--- src/rtl/voice_update_scheduler.sv ---
// Queues SPI note events and replays each one into the voice parameter bank
// during the target voice's own engine slot, tracking gates and drop status.
module voice_update_scheduler #(
  parameter int NUM_VOICES = 16,
  parameter int VOICE_W    = 4,
  parameter int FIFO_DEPTH = 4,
  parameter int TUNING_W   = 32
) (
  input  logic                             i_clk,
  input  logic                             i_reset_n,
  input  logic                             i_SPI_flag,
  input  logic                             i_SPI_note_status,
  input  logic [7:0]                       i_SPI_voice_index,
  input  logic [TUNING_W-1:0]              i_SPI_tuning_code,
  input  logic [6:0]                       i_SPI_velocity,
  input  logic                             i_slot_valid,
  input  logic [VOICE_W-1:0]               i_slot_voice,
  output logic                             o_wr_en,
  output logic [VOICE_W-1:0]               o_wr_voice,
  output logic [TUNING_W-1:0]              o_wr_tuning,
  output logic [6:0]                       o_wr_velocity,
  output logic                             o_wr_gate,
  output logic [NUM_VOICES-1:0]            o_gate_mask,
  output logic [$clog2(FIFO_DEPTH):0]      o_fifo_level,
  output logic                             o_overflow,
  output logic                             o_slot_err,
  output logic [7:0]                       o_drop_count
);

  localparam int PTR_W = $clog2(FIFO_DEPTH);
  localparam int LVL_W = PTR_W + 1;
  localparam int CNT_W = $clog2(NUM_VOICES + 2);
  localparam logic [8:0]       NUM_VOICES_9 = 9'(NUM_VOICES);
  localparam logic [LVL_W-1:0] LVL_FULL     = LVL_W'(FIFO_DEPTH);
  localparam logic [CNT_W-1:0] TMO_LOAD     = CNT_W'(NUM_VOICES + 1);

  typedef struct packed {
    logic [VOICE_W-1:0]  voice;
    logic [TUNING_W-1:0] tuning;
    logic [6:0]          velocity;
    logic                gate;
  } entry_t;

  typedef enum logic [1:0] {
    S_IDLE      = 2'd0,
    S_WAIT_SLOT = 2'd1,
    S_WRITE     = 2'd2
  } state_t;

  state_t                 state_q, state_d;
  logic                   flag_q, flag_d;
  entry_t                 fifo_q [FIFO_DEPTH];
  entry_t                 fifo_d [FIFO_DEPTH];
  logic [PTR_W-1:0]       rd_ptr_q, rd_ptr_d;
  logic [PTR_W-1:0]       wr_ptr_q, wr_ptr_d;
  logic [LVL_W-1:0]       level_q, level_d;
  entry_t                 hold_q, hold_d;
  logic [CNT_W-1:0]       tmo_q, tmo_d;
  logic                   wr_en_q, wr_en_d;
  logic [VOICE_W-1:0]     wr_voice_q, wr_voice_d;
  logic [TUNING_W-1:0]    wr_tuning_q, wr_tuning_d;
  logic [6:0]             wr_velocity_q, wr_velocity_d;
  logic                   wr_gate_q, wr_gate_d;
  logic [NUM_VOICES-1:0]  gate_mask_q, gate_mask_d;
  logic                   overflow_q, overflow_d;
  logic                   slot_err_q, slot_err_d;
  logic [7:0]             drop_count_q, drop_count_d;

  logic   edge_det, idx_ok, fifo_full, pop, push, drop_full, drop;
  entry_t entry_in;

  assign edge_det  = i_SPI_flag & ~flag_q;
  assign idx_ok    = ({1'b0, i_SPI_voice_index} < NUM_VOICES_9);
  assign fifo_full = (level_q == LVL_FULL);
  assign pop       = (state_q == S_IDLE) && (level_q != '0);
  // A pop in the same cycle frees a slot, so a full FIFO still accepts.
  assign push      = edge_det & idx_ok & (~fifo_full | pop);
  assign drop_full = edge_det & idx_ok & fifo_full & ~pop;
  assign drop      = edge_det & (~idx_ok | drop_full);

  always_comb begin
    entry_in          = '0;
    entry_in.voice    = i_SPI_voice_index[VOICE_W-1:0];
    entry_in.gate     = i_SPI_note_status;
    entry_in.tuning   = i_SPI_note_status ? i_SPI_tuning_code : '0;
    entry_in.velocity = i_SPI_note_status ? i_SPI_velocity : '0;
  end

  always_comb begin
    state_d       = state_q;
    flag_d        = i_SPI_flag;
    fifo_d        = fifo_q;
    rd_ptr_d      = rd_ptr_q;
    wr_ptr_d      = wr_ptr_q;
    level_d       = level_q;
    hold_d        = hold_q;
    tmo_d         = tmo_q;
    wr_en_d       = 1'b0;
    wr_voice_d    = wr_voice_q;
    wr_tuning_d   = wr_tuning_q;
    wr_velocity_d = wr_velocity_q;
    wr_gate_d     = wr_gate_q;
    gate_mask_d   = gate_mask_q;
    overflow_d    = overflow_q | drop_full;
    slot_err_d    = slot_err_q;
    drop_count_d  = drop_count_q;

    if (drop && (drop_count_q != 8'hFF)) begin
      drop_count_d = drop_count_q + 8'd1;
    end

    if (push) begin
      fifo_d[wr_ptr_q] = entry_in;
      wr_ptr_d         = wr_ptr_q + 1'b1;
    end
    if (pop) begin
      rd_ptr_d = rd_ptr_q + 1'b1;
    end
    unique case ({push, pop})
      2'b10:   level_d = level_q + LVL_W'(1);
      2'b01:   level_d = level_q - LVL_W'(1);
      default: level_d = level_q;
    endcase

    unique case (state_q)
      S_IDLE: begin
        if (pop) begin
          hold_d  = fifo_q[rd_ptr_q];
          tmo_d   = TMO_LOAD;
          state_d = S_WAIT_SLOT;
        end
      end
      S_WAIT_SLOT: begin
        if (i_slot_valid) begin
          tmo_d = tmo_q - CNT_W'(1);
          // Terminal count: this pulse is the (NUM_VOICES+1)th without a match.
          if ((i_slot_voice == hold_q.voice) || (tmo_q == CNT_W'(1))) begin
            if (i_slot_voice != hold_q.voice) begin
              slot_err_d = 1'b1;
            end
            wr_en_d       = 1'b1;
            wr_voice_d    = hold_q.voice;
            wr_tuning_d   = hold_q.tuning;
            wr_velocity_d = hold_q.velocity;
            wr_gate_d     = hold_q.gate;
            state_d       = S_WRITE;
          end
        end
      end
      S_WRITE: begin
        gate_mask_d[hold_q.voice] = hold_q.gate;
        state_d                   = S_IDLE;
      end
      default: state_d = S_IDLE;
    endcase
  end

  always_ff @(posedge i_clk or negedge i_reset_n) begin
    if (!i_reset_n) begin
      state_q       <= S_IDLE;
      flag_q        <= 1'b0;
      for (int i = 0; i < FIFO_DEPTH; i++) begin
        fifo_q[i] <= '0;
      end
      rd_ptr_q      <= '0;
      wr_ptr_q      <= '0;
      level_q       <= '0;
      hold_q        <= '0;
      tmo_q         <= '0;
      wr_en_q       <= 1'b0;
      wr_voice_q    <= '0;
      wr_tuning_q   <= '0;
      wr_velocity_q <= '0;
      wr_gate_q     <= 1'b0;
      gate_mask_q   <= '0;
      overflow_q    <= 1'b0;
      slot_err_q    <= 1'b0;
      drop_count_q  <= '0;
    end else begin
      state_q       <= state_d;
      flag_q        <= flag_d;
      for (int i = 0; i < FIFO_DEPTH; i++) begin
        fifo_q[i] <= fifo_d[i];
      end
      rd_ptr_q      <= rd_ptr_d;
      wr_ptr_q      <= wr_ptr_d;
      level_q       <= level_d;
      hold_q        <= hold_d;
      tmo_q         <= tmo_d;
      wr_en_q       <= wr_en_d;
      wr_voice_q    <= wr_voice_d;
      wr_tuning_q   <= wr_tuning_d;
      wr_velocity_q <= wr_velocity_d;
      wr_gate_q     <= wr_gate_d;
      gate_mask_q   <= gate_mask_d;
      overflow_q    <= overflow_d;
      slot_err_q    <= slot_err_d;
      drop_count_q  <= drop_count_d;
    end
  end

  assign o_wr_en       = wr_en_q;
  assign o_wr_voice    = wr_voice_q;
  assign o_wr_tuning   = wr_tuning_q;
  assign o_wr_velocity = wr_velocity_q;
  assign o_wr_gate     = wr_gate_q;
  assign o_gate_mask   = gate_mask_q;
  assign o_fifo_level  = level_q;
  assign o_overflow    = overflow_q;
  assign o_slot_err    = slot_err_q;
  assign o_drop_count  = drop_count_q;

endmodule

--- config.mk ---
export PLATFORM = sky130hd
export DESIGN_NAME = voice_update_scheduler
export DESIGN_NICKNAME = d
export VERILOG_FILES = /design/src/rtl/voice_update_scheduler.sv
export SDC_FILE = /design/constraint.sdc
export NUM_CORES = 1
export LEC_CHECK = 0
export ABC_AREA = 1
export CAP_MARGIN = 15
export CORE_MARGIN = 3
export CORE_UTILIZATION = 28
export DETAILED_ROUTE_END_ITERATION = 8
export PLACE_DENSITY = 0.46
export SYNTH_ARGS = -nofsm -noshare
export SYNTH_HDL_FRONTEND = slang
export SYNTH_SLANG_ARGS = --single-unit
--- constraint.sdc ---
create_clock -name i_clk -period 2.55 [get_ports i_clk]
set_input_delay 0.255 -clock i_clk [delete_from_list [all_inputs] [get_ports i_clk]]
set_output_delay 0.255 -clock i_clk [all_outputs]
set_load 0.05 [all_outputs]
# --- Word level (Yosys, flattened, before mapping) ---
# Index checks and enable logic that the tools add are counted.
totals:
  reg_bits: 306
  inputBits: 56
  word_cells: 110
classes:
  n_addsub: 6
  magnitude_cmp: 6
  eq_ne: 12
  muxes: 22
  n_bitwise: 15
  reduce_logical: 14
ops:
  columns: ["cell", "count"]
  rows:
  - ["176-bit bitwise mux", 1]
  - ["44-bit 2-to-1 mux", 3]
  - ["44-bit binary-select mux with 2-bit select", 1]
  - ["44-bit demux with 2-bit select", 1]
  - ["32-bit 2-to-1 mux", 1]
  - ["16-bit bitwise mux", 1]
  - ["5-bit 2-to-1 mux", 2]
  - ["5-bit one-hot mux with 2 select lines", 1]
  - ["3-bit AND reduction", 3]
  - ["8-bit by 1-bit adder with 8-bit output, second input constant", 1]
  - ["8-bit by 5-bit less-than comparator with 1-bit output, second input constant", 1]
  - ["8-bit inequality test, second input constant", 1]
  - ["7-bit 2-to-1 mux", 1]
  - ["1-bit bitwise AND", 6]
  - ["3-bit >= comparator, second input constant", 2]
  - ["2-bit 2-to-1 mux", 3]
  - ["2-bit inequality test, second input constant", 3]
  - ["2-bit inverter with 3-bit output", 2]
  - ["3-bit one-hot mux with 2 select lines", 1]
  - ["5-bit by 1-bit == test with 1-bit output, second input constant", 1]
  - ["4-bit by 5-bit less-than comparator with 1-bit output, second input constant", 1]
  - ["5-bit by 1-bit subtractor with 5-bit output, second input constant", 1]
  - ["2-bit by 1-bit adder with 2-bit output, second input constant", 2]
  - ["1-bit demux with 4-bit select", 1]
  - ["20 further kinds", 34]

# --- Logic depth before layout (Yosys ltp) ---
# Gate-level depths: netlist of the first run.
depth:
  word_depth: 8
  mapped_depth: 12
  depth_no_buf: 10

# --- Worst setup path after synthesis of the first run ---
# No wires, ideal clock.
synth_timing:
  kind: "flip-flop to flip-flop"
  start: "register level_q[1] (netlist: o_fifo_level[1])"
  end: "register level_q[2] (netlist: o_fifo_level[2])"
  t_arrival_ps: 2298
  required_time_ps: 2419
  slack_ps: 121
  stages_incl_launch_ff: 13
  n_path_buf: 2
  path_cell_list: "dfrtp_1 -> nor2_1 -> nand2_1 -> nand2_1 -> inv_1 -> buf_2 -> buf_2 -> ha_1 -> inv_1 -> fa_1 -> a21oi_1 -> o21ai_0 -> xor2_1"
synth_via:
  elab_chain_len: 6
  word_cells_on_any_way: 12
  classes_between: "add/sub: 2; eq/ne: 3; mux: 1; bitwise: 3; reduce/logical: 3"
synth_rtl:
  columns: ["element", "line_no", "text"]
  rows:
  - ["from (decl)", "56", "logic [LVL_W-1:0] level_q, level_d;"]
  - ["from (signal assigned)", "187", "level_q <= level_d;"]
  - ["3-bit nonzero test *", "75", "assign pop = (state_q == S_IDLE) && (level_q != '0);"]
  - ["1-bit logical AND *", "75", null]
  - ["net pop", "69", "logic edge_det, idx_ok, fifo_full, pop, push, drop_full, drop;"]
  - ["1-bit bitwise OR", "77", "assign push = edge_det & idx_ok & (~fifo_full | pop);"]
  - ["1-bit bitwise AND", "77", null]
  - ["2-bit by 1-bit == test with 1-bit output / 2-bit == test (equally long branches)", "119", "unique case ({push, pop})"]
  - ["3-bit one-hot mux with 2 select lines / 2-bit nonzero test (equally long branches)", null, null]
# Mark *: on every way through the listed nets, which the timed path passes. The rest lies on a longest branch.
# A chain may end at the register's enable or synchronous reset.

# --- Worst setup path after layout of the first run ---
layout_timing:
  start: "register drop_count_q[0] (netlist: o_drop_count[0])"
  end: "output port o_drop_count[0]"
layout_lines:
  columns: ["element", "line_no", "text"]
  rows:
  - ["from (decl)", "67", "logic [7:0] drop_count_q, drop_count_d;"]
  - ["from (signal assigned)", "198", "drop_count_q <= drop_count_d;"]
  - ["to (decl)", "27", "output logic [7:0] o_drop_count"]
# No word-level cell between the ends.

==> flow_summary.yaml, run 1 <==
critical_path:
  crit_chain: "clkdlybuf4s50_1"
  cp_max_fo: 5
  critPathLaunchType: "flip-flop"
  cp.buffers_inverters: 1
  critical_path_required_ns: 2.30
  worst_ep_arrival_time_ns: 1.82
  cpPeakStageDelay_ns: 0.84
  critPathTopFamily: "buffers and inverters"
  critPathSlowestCell: "sky130_fd_sc_hd__clkdlybuf4s50_1"
  crit_path_end_kind: "primary output"
  critical_path_class: "flip-flop to primary output"
routing:
  drtPass1Iterations: 5
  drt_first_iter_violations: 620
  antenna_violating_nets_post_route: 0
  vias: 10700
  wirelength_mm: 37.7
  detailed_route_drc_error_count: 0
  avgRoutedWirePerCell_um: 16.5
  vias_per_cell: 4.67
sta:
  slew_viol_final: 0
  setup_total_negative_slack_ns: 0
  setup_repair_after_global_routing_missed_its_margin: "false"
  timing.final.setup_violations: 0
  report.final.hold_viol_count: 0
  worst_pin_slew_ns: 0.831
  timing.slew.headroom_pct: 44.6
  post-route-period-util_pct: 81.2
  clock_skew_ns: 0.0118
  achievable-frequency_ghz: 0.483
  timing.final.crit_period_ns: 2.07
global_route:
  grt_first_pass_wirelength_mm: 60.4
  gr-usage-all-layers_pct: 15.0
  grt_start_max_net_pins: 112
  grt-ovfl-total: 0
  antenna_found_initial: 1
  vias_in_the_first_global_route: 10600
finish:
  syn2layout_area_growth_pct: 23.5
  layout.filler_cells: 4941
  multiInputGateArea_mm2: 0.00481
  final-seq-area_mm2: 0.00766
  insertedDiodeCount: 0
  final_layout_size_suffix_gt1_share_pct: 6.63
  design.final.nets: 1714
  instances_no_fill: 2289
placed_design:
  placed_cells: 2224
  dp.final_hpwl_mm: 22.7
  place.port_buffers: 129
  gp_congestion: 0.716
job:
  max_cap_violations: 0
yosys:
  post-synth-top-count-cell: "sky130_fd_sc_hd__nand2_1"
  synth_largest_type_area_fraction_pct: 56.2
  post_synth_num_cell_types: 33
  syn_area_mm2: 0.0136
  synth_flop_cell: "sky130_fd_sc_hd__dfrtp_1"
  postSynthCellCount: 1547
  ys_warn_count: 0
  synthTopCellsByArea: "sky130_fd_sc_hd__dfrtp_1 56%, sky130_fd_sc_hd__nand2_1 10%, sky130_fd_sc_hd__o21ai_0 6.0%"
  synth.ff_latch_count: 306
  synthTopCellsByCount: "375 x sky130_fd_sc_hd__nand2_1, 306 x sky130_fd_sc_hd__dfrtp_1, 168 x sky130_fd_sc_hd__inv_1"
  asyncSetResetFlopFracSynth_pct: 100
  avgSynthCellArea_um2: 8.81
  yosysTopAreaCell: "sky130_fd_sc_hd__dfrtp_1"
  syn_nets: 1612
  synth-seq-area-share_pct: 56.2
  post_synth_edffs: 0
clock_network:
  tritoncts_num_sinks: 306
  cts_buffer_depth: 3
  clock-root-buffer: "sky130_fd_sc_hd__clkbuf_16"
  number_of_cts_inserted_buffers: 37
  path_clk_slew_ns: 0.06
  htree_num_levels: 2
  cts.repair_timing.setup_buffer_count: 0
  worstSkewPairLatency_ns: 0.54
  clock_tree_from_tritoncts: "yes"
pwr:
  power.leakage_nw: 7.79
  p_per_area_mw_per_mm2: 1200
  vdd_ir_drop_max_mv: 0.560
die:
  die_x_um: 227
  design.core.area_mm2: 0.0479
  num_io_pins: 130
  design.die.area_mm2: 0.0513
  floorplan.die.height_um: 227
  placementRows: 80
  start_util_pct: 28.4
status:
  status: "finished clean"
hold_path:
  min_path_type: "input pin to flip-flop"
==> cell type report <==
| class | instances | area share, % |
|---|---|---|
| clock buffer | 57 | 6.80 |
| clock inverter | 7 | 0.379 |
| inverter | 171 | 3.82 |
| multi-input combinational | 969 | 28.6 |
| sequential | 306 | 45.5 |
| tap | 615 | 4.57 |
| timing repair buffer | 164 | 10.3 |
==> layer usage <==
layer	track usage (%)	vias up	wire (µm)	part of all wire, %
met4	4.48	2	740	2.0
met1	21.2	5206	18700	49
met2	23.9	174	16900	45
met3	2.37	48	1390	3.7
li1	-	5260	-	-
met5	0	-	13	0.034
==> per-stage QoR <==
stage	power, mW	hold slack [ns]	instance area (µm²)	util (%)	setup WS (ns)
3_5_place_dp	15.1	0.259	15600	32.5	0.293
3_3_place_gp	15.0	0.261	15600	32.5	0.303
2_1_floorplan	12.4	-0.0406	13600	-	0.121
4_1_cts	20.5	0.160	16800	35.1	0.431
6_report	20.2	0.194	16800	35.1	0.478
5_1_grt	21.6	0.190	16800	35.1	0.339
==> cells by family (layout without fill, tap and decap cells) <==
logic type      count (synthesis)  in the layout  share of synthesized area, %
compound gates                423            423                          17.7
flops                         306            306                          56.2
simple gates                  527            527                          16.0
fa+ha+maj                       9              9                         0.882
xor+xnor                       10             10                         0.643
buf+inv                       272            399                          8.56
==> sequential cells by signal, summed over array words and instances (netlist names) <==
name,cells
o_fifo_level,3
o_wr_en,1
o_wr_voice,4
hold_q,44
o_slot_err,1
o_wr_velocity,7
o_wr_gate,1
fifo_q,176
rd_ptr_q,2
wr_ptr_q,2
tmo_q,5
flag_q,1
o_drop_count,8
state_q,2
o_overflow,1
o_wr_tuning,32
o_gate_mask,16
==> worst paths after layout <==
kind                                 start         endpoint  slack [ns]  cells past startpoint
max                        o_drop_count[0]  o_drop_count[0]        0.48                      1
min reg2reg                o_wr_tuning[21]  o_wr_tuning[21]        0.47                      2
min                             i_SPI_flag           flag_q        0.19                      1
max in group asynchronous        i_reset_n          o_wr_en        1.41                      3
max reg2reg                o_fifo_level[0]  o_fifo_level[1]        0.56                      8
min in group asynchronous        i_reset_n  o_drop_count[4]        0.26                      2
==> placed cells by master (no fill, tap or decap), types with 5 or more instances in the layout <==
master	synthesis	final
sky130_fd_sc_hd__a21oi_1	84	84
sky130_fd_sc_hd__a31oi_1	44	44
sky130_fd_sc_hd__buf_12	0	14
sky130_fd_sc_hd__buf_4	16	20
sky130_fd_sc_hd__clkbuf_1	42	8
sky130_fd_sc_hd__clkbuf_16	0	39
sky130_fd_sc_hd__clkbuf_8	0	10
sky130_fd_sc_hd__clkdlybuf4s50_1	0	126
sky130_fd_sc_hd__clkinv_2	0	6
sky130_fd_sc_hd__dfrtp_1	306	304
sky130_fd_sc_hd__ha_1	8	8
sky130_fd_sc_hd__inv_1	168	166
sky130_fd_sc_hd__nand2_1	375	375
sky130_fd_sc_hd__nand3_1	17	17
sky130_fd_sc_hd__nand4_1	45	45
sky130_fd_sc_hd__nor2_1	77	76
sky130_fd_sc_hd__nor2_4	4	6
sky130_fd_sc_hd__o211ai_1	11	11
sky130_fd_sc_hd__o21a_1	78	78
sky130_fd_sc_hd__o21ai_0	164	164
sky130_fd_sc_hd__o21ai_1	36	36
sky130_fd_sc_hd__xnor2_1	5	5
sky130_fd_sc_hd__xor2_1	5	5
==> report_power, final <==
part,internal [mW],total [mW],switching (mW)
Sequential,6.47,7.31,0.842
Clock,3.18,5.27,2.09
Combinational,2.54,7.62,5.08
==> timing repair <==
action                                 CTS  global route
endpoints found under the hold margin   56             0
resized for setup                        0             0
hold buffers                             1             0
Power figures use the tool's default switching activity.
==> run 2: changes to the inputs <==
--- a/config.mk
+++ b/config.mk
@@ -10,7 +10,7 @@
 export CORE_MARGIN = 3
 export CORE_UTILIZATION = 28
 export DETAILED_ROUTE_END_ITERATION = 8
-export PLACE_DENSITY = 0.46
+export PLACE_DENSITY = 0.47
 export SYNTH_ARGS = -nofsm -noshare
 export SYNTH_HDL_FRONTEND = slang
 export SYNTH_SLANG_ARGS = --single-unit
==> constraint.sdc (replaced) <==
create_clock -name i_clk -period 1.8 [get_ports i_clk]
set_input_delay 0.18 -clock i_clk [delete_from_list [all_inputs] [get_ports i_clk]]
set_output_delay 0.18 -clock i_clk [all_outputs]
set_load 0.05 [all_outputs]
==> flow_summary.yaml, run 2 (synthesized netlist as in run 1, its figures left out) <==
routing:
  antenna_violating_nets_post_route: 0
  vias: 10900
  wirelength_mm: 40.0
  detailed_route_drc_error_count: 0
  avgRoutedWirePerCell_um: 17.2
  vias_per_cell: 4.69
  drtPass1Iterations: 6
  drt_first_iter_violations: 746
die:
  die_x_um: 227
  design.die.area_mm2: 0.0513
  start_util_pct: 28.4
  num_io_pins: 130
  placementRows: 80
  design.core.area_mm2: 0.0479
  floorplan.die.height_um: 227
clock_network:
  number_of_cts_inserted_buffers: 36
  worstSkewPairLatency_ns: 0.52
  clock-root-buffer: "sky130_fd_sc_hd__clkbuf_16"
  clock_tree_from_tritoncts: "yes"
  htree_num_levels: 2
  path_clk_slew_ns: 0.06
  cts_buffer_depth: 3
  tritoncts_num_sinks: 306
critical_path:
  r2r_end: "fifo_q[5]"
  reg2reg_setup_slack_ns: 0.04
  worstSetupStartpoint: "flag_q"
  critical_path_required_ns: 2.19
  cpPeakStageDelay_ns: 0.36
  critical_path_class: "flip-flop to flip-flop"
  cp_max_fo: 11
  reg2regPathDepth: 8
  critPathLaunchType: "flip-flop"
  crit_path_end_kind: "flip-flop"
  timing.critical_path.mode_cell: "sky130_fd_sc_hd__nor2_4"
  worst_ep_arrival_time_ns: 2.15
  crit_chain: "or2_4 -> nor2_4 -> nand2_4 -> buf_12 -> nor2_4 -> buf_6 -> clkbuf_16 -> o21ai_0"
  critPathSlowestCell: "sky130_fd_sc_hd__dfrtp_1"
  worstSetupEndpoint: "fifo_q[5]"
  rr_startpoint: "flag_q"
finish:
  largest_reg_flops: 176
  final_layout_size_suffix_gt1_share_pct: 10.4
  finish.instance_area_mm2: 0.0173
  layout.filler_cells: 4893
  instances_no_fill: 2325
  insertedDiodeCount: 0
  final_core_util_pct: 36.1
  syn2layout_area_growth_pct: 27.1
  registers.top_by_ff_count: "fifo_q"
  final_cell_mix: "365 x sky130_fd_sc_hd__nand2_1, 299 x sky130_fd_sc_hd__dfrtp_1, 164 x sky130_fd_sc_hd__inv_1"
  layout.cells.most_common: "sky130_fd_sc_hd__nand2_1"
  design.final.nets: 1751
job:
  max_cap_violations: 0
sta:
  timing.slew.headroom_pct: 63.9
  timing.final.setup_violations: 0
  setup_repair_after_global_routing_missed_its_margin: "true"
  post-route-period-util_pct: 97.7
  worst_pin_slew_ns: 0.544
  report.final.hold_viol_count: 0
  achievable-frequency_ghz: 0.569
  slew_viol_final: 0
  setup_total_negative_slack_ns: 0
  hold_ws_ns: 0.130
  timing.final.crit_period_ns: 1.76
  layout_setup_ws_ns: 0.0417
  clock_skew_ns: 0.0116
global_route:
  gr-usage-all-layers_pct: 14.9
  grt-ovfl-total: 0
  vias_in_the_first_global_route: 10600
  antenna_found_initial: 0
  grt_start_max_net_pins: 92
  grt_first_pass_wirelength_mm: 60.8
pwr:
  power.total_mw: 28.4
  clkPwrFrac_pct: 25.2
  intPower_mw: 17.0
  p_per_area_mw_per_mm2: 1640
  p_seq_share_pct: 36.6
  p_sw_share_pct: 40.1
  combinationalPowerShare_pct: 38.3
  switchingPower_mw: 11.4
  vdd_ir_drop_max_mv: 0.788
  power.leakage_nw: 8.26
placed_design:
  placed_cells: 2250
  gp_congestion: 0.733
  dp.final_hpwl_mm: 23.1
  place_worst_setup_slack_ns: -0.230
  placed_cell_area_mm2: 0.0160
  place.port_buffers: 129
status:
  status: "finished clean"
hold_path:
  min_path_type: "input pin to flip-flop"
[run 2: changes by cell type in the layout (fill, tap and decap cells not counted), moves of 4 or more]
cell / change
sky130_fd_sc_hd__buf_12: +11
sky130_fd_sc_hd__buf_6: +4
sky130_fd_sc_hd__nand2_2: +10
sky130_fd_sc_hd__clkinv_2: -5
sky130_fd_sc_hd__clkbuf_16: +4
sky130_fd_sc_hd__o21ai_0: -5
sky130_fd_sc_hd__o21ai_1: +5
sky130_fd_sc_hd__clkdlybuf4s50_1: -74
sky130_fd_sc_hd__buf_4: +24
sky130_fd_sc_hd__nand2_1: -10
sky130_fd_sc_hd__dfrtp_2: +5
sky130_fd_sc_hd__dlygate4sd2_1: +65
sky130_fd_sc_hd__dfrtp_1: -5
[run 2: power by group through the flow]
stage	Combinational (mW)	Sequential, mW	Clock [mW]
6_report	10.9	10.4	7.16
5_1_grt	12.0	10.7	7.69
4_1_cts	11.0	10.4	7.40
3_5_place_dp	11.3	10.6	0
3_3_place_gp	11.3	10.5	0
2_1_floorplan	5.36	12.4	0
[run 2: how the worst min path moves through the flow]
stage,startpoint,end,slack (ns),cells after the start
after detailed placement,i_reset_n,o_drop_count[3],0.15,1
after CTS,i_SPI_flag,flag_q,0.1,1
final,i_SPI_flag,flag_q,0.13,1
after floorplan,i_reset_n,fifo_q[0],-0.12,0
after global placement,i_reset_n,o_drop_count[3],0.14,1
after global routing,i_SPI_flag,flag_q,0.10,1
[run 2: layout make-up]
| cell class | count | area (µm²) | share of cell area (%) |
|---|---|---|---|
| sequential | 306 | 7670 | 44.3 |
| multi-input combinational | 969 | 4870 | 28.1 |
| timing repair buffer | 202 | 2210 | 12.7 |
| clock buffer | 60 | 1140 | 6.60 |
| tap | 615 | 769 | 4.44 |
| inverter | 171 | 644 | 3.72 |
| clock inverter | 2 | 12.5 | 0.0723 |
[run 2: per-layer routing]
| metal | global-route usage, % | wire length [µm] | vias to the layer above |
|---|---|---|---|
| li1 | - | - | 5325 |
| met1 | 21.1 | 19300 | 5338 |
| met2 | 24.1 | 18400 | 211 |
| met3 | 2.50 | 1720 | 36 |
| met4 | 3.26 | 581 | 0 |
| met5 | 0 | 0 | - |
[run 2: repair_timing]
action | CTS | global route
endpoints found under the hold margin | 106 | 0
hold buffers | 1 | 0
setup buffers | 0 | 3
resized for setup | 65 | 20
cloned | 0 | 9
pin swaps | 0 | 4
setup endpoints to repair | 65 | 55
[run 2: worst max-delay path, delay by kind of cell, from the launching register on]
family	cells	cell delay, ns
simple gates	4	0.69
buf+inv	3	0.49
flops	1	0.36
compound gates	1	0.08
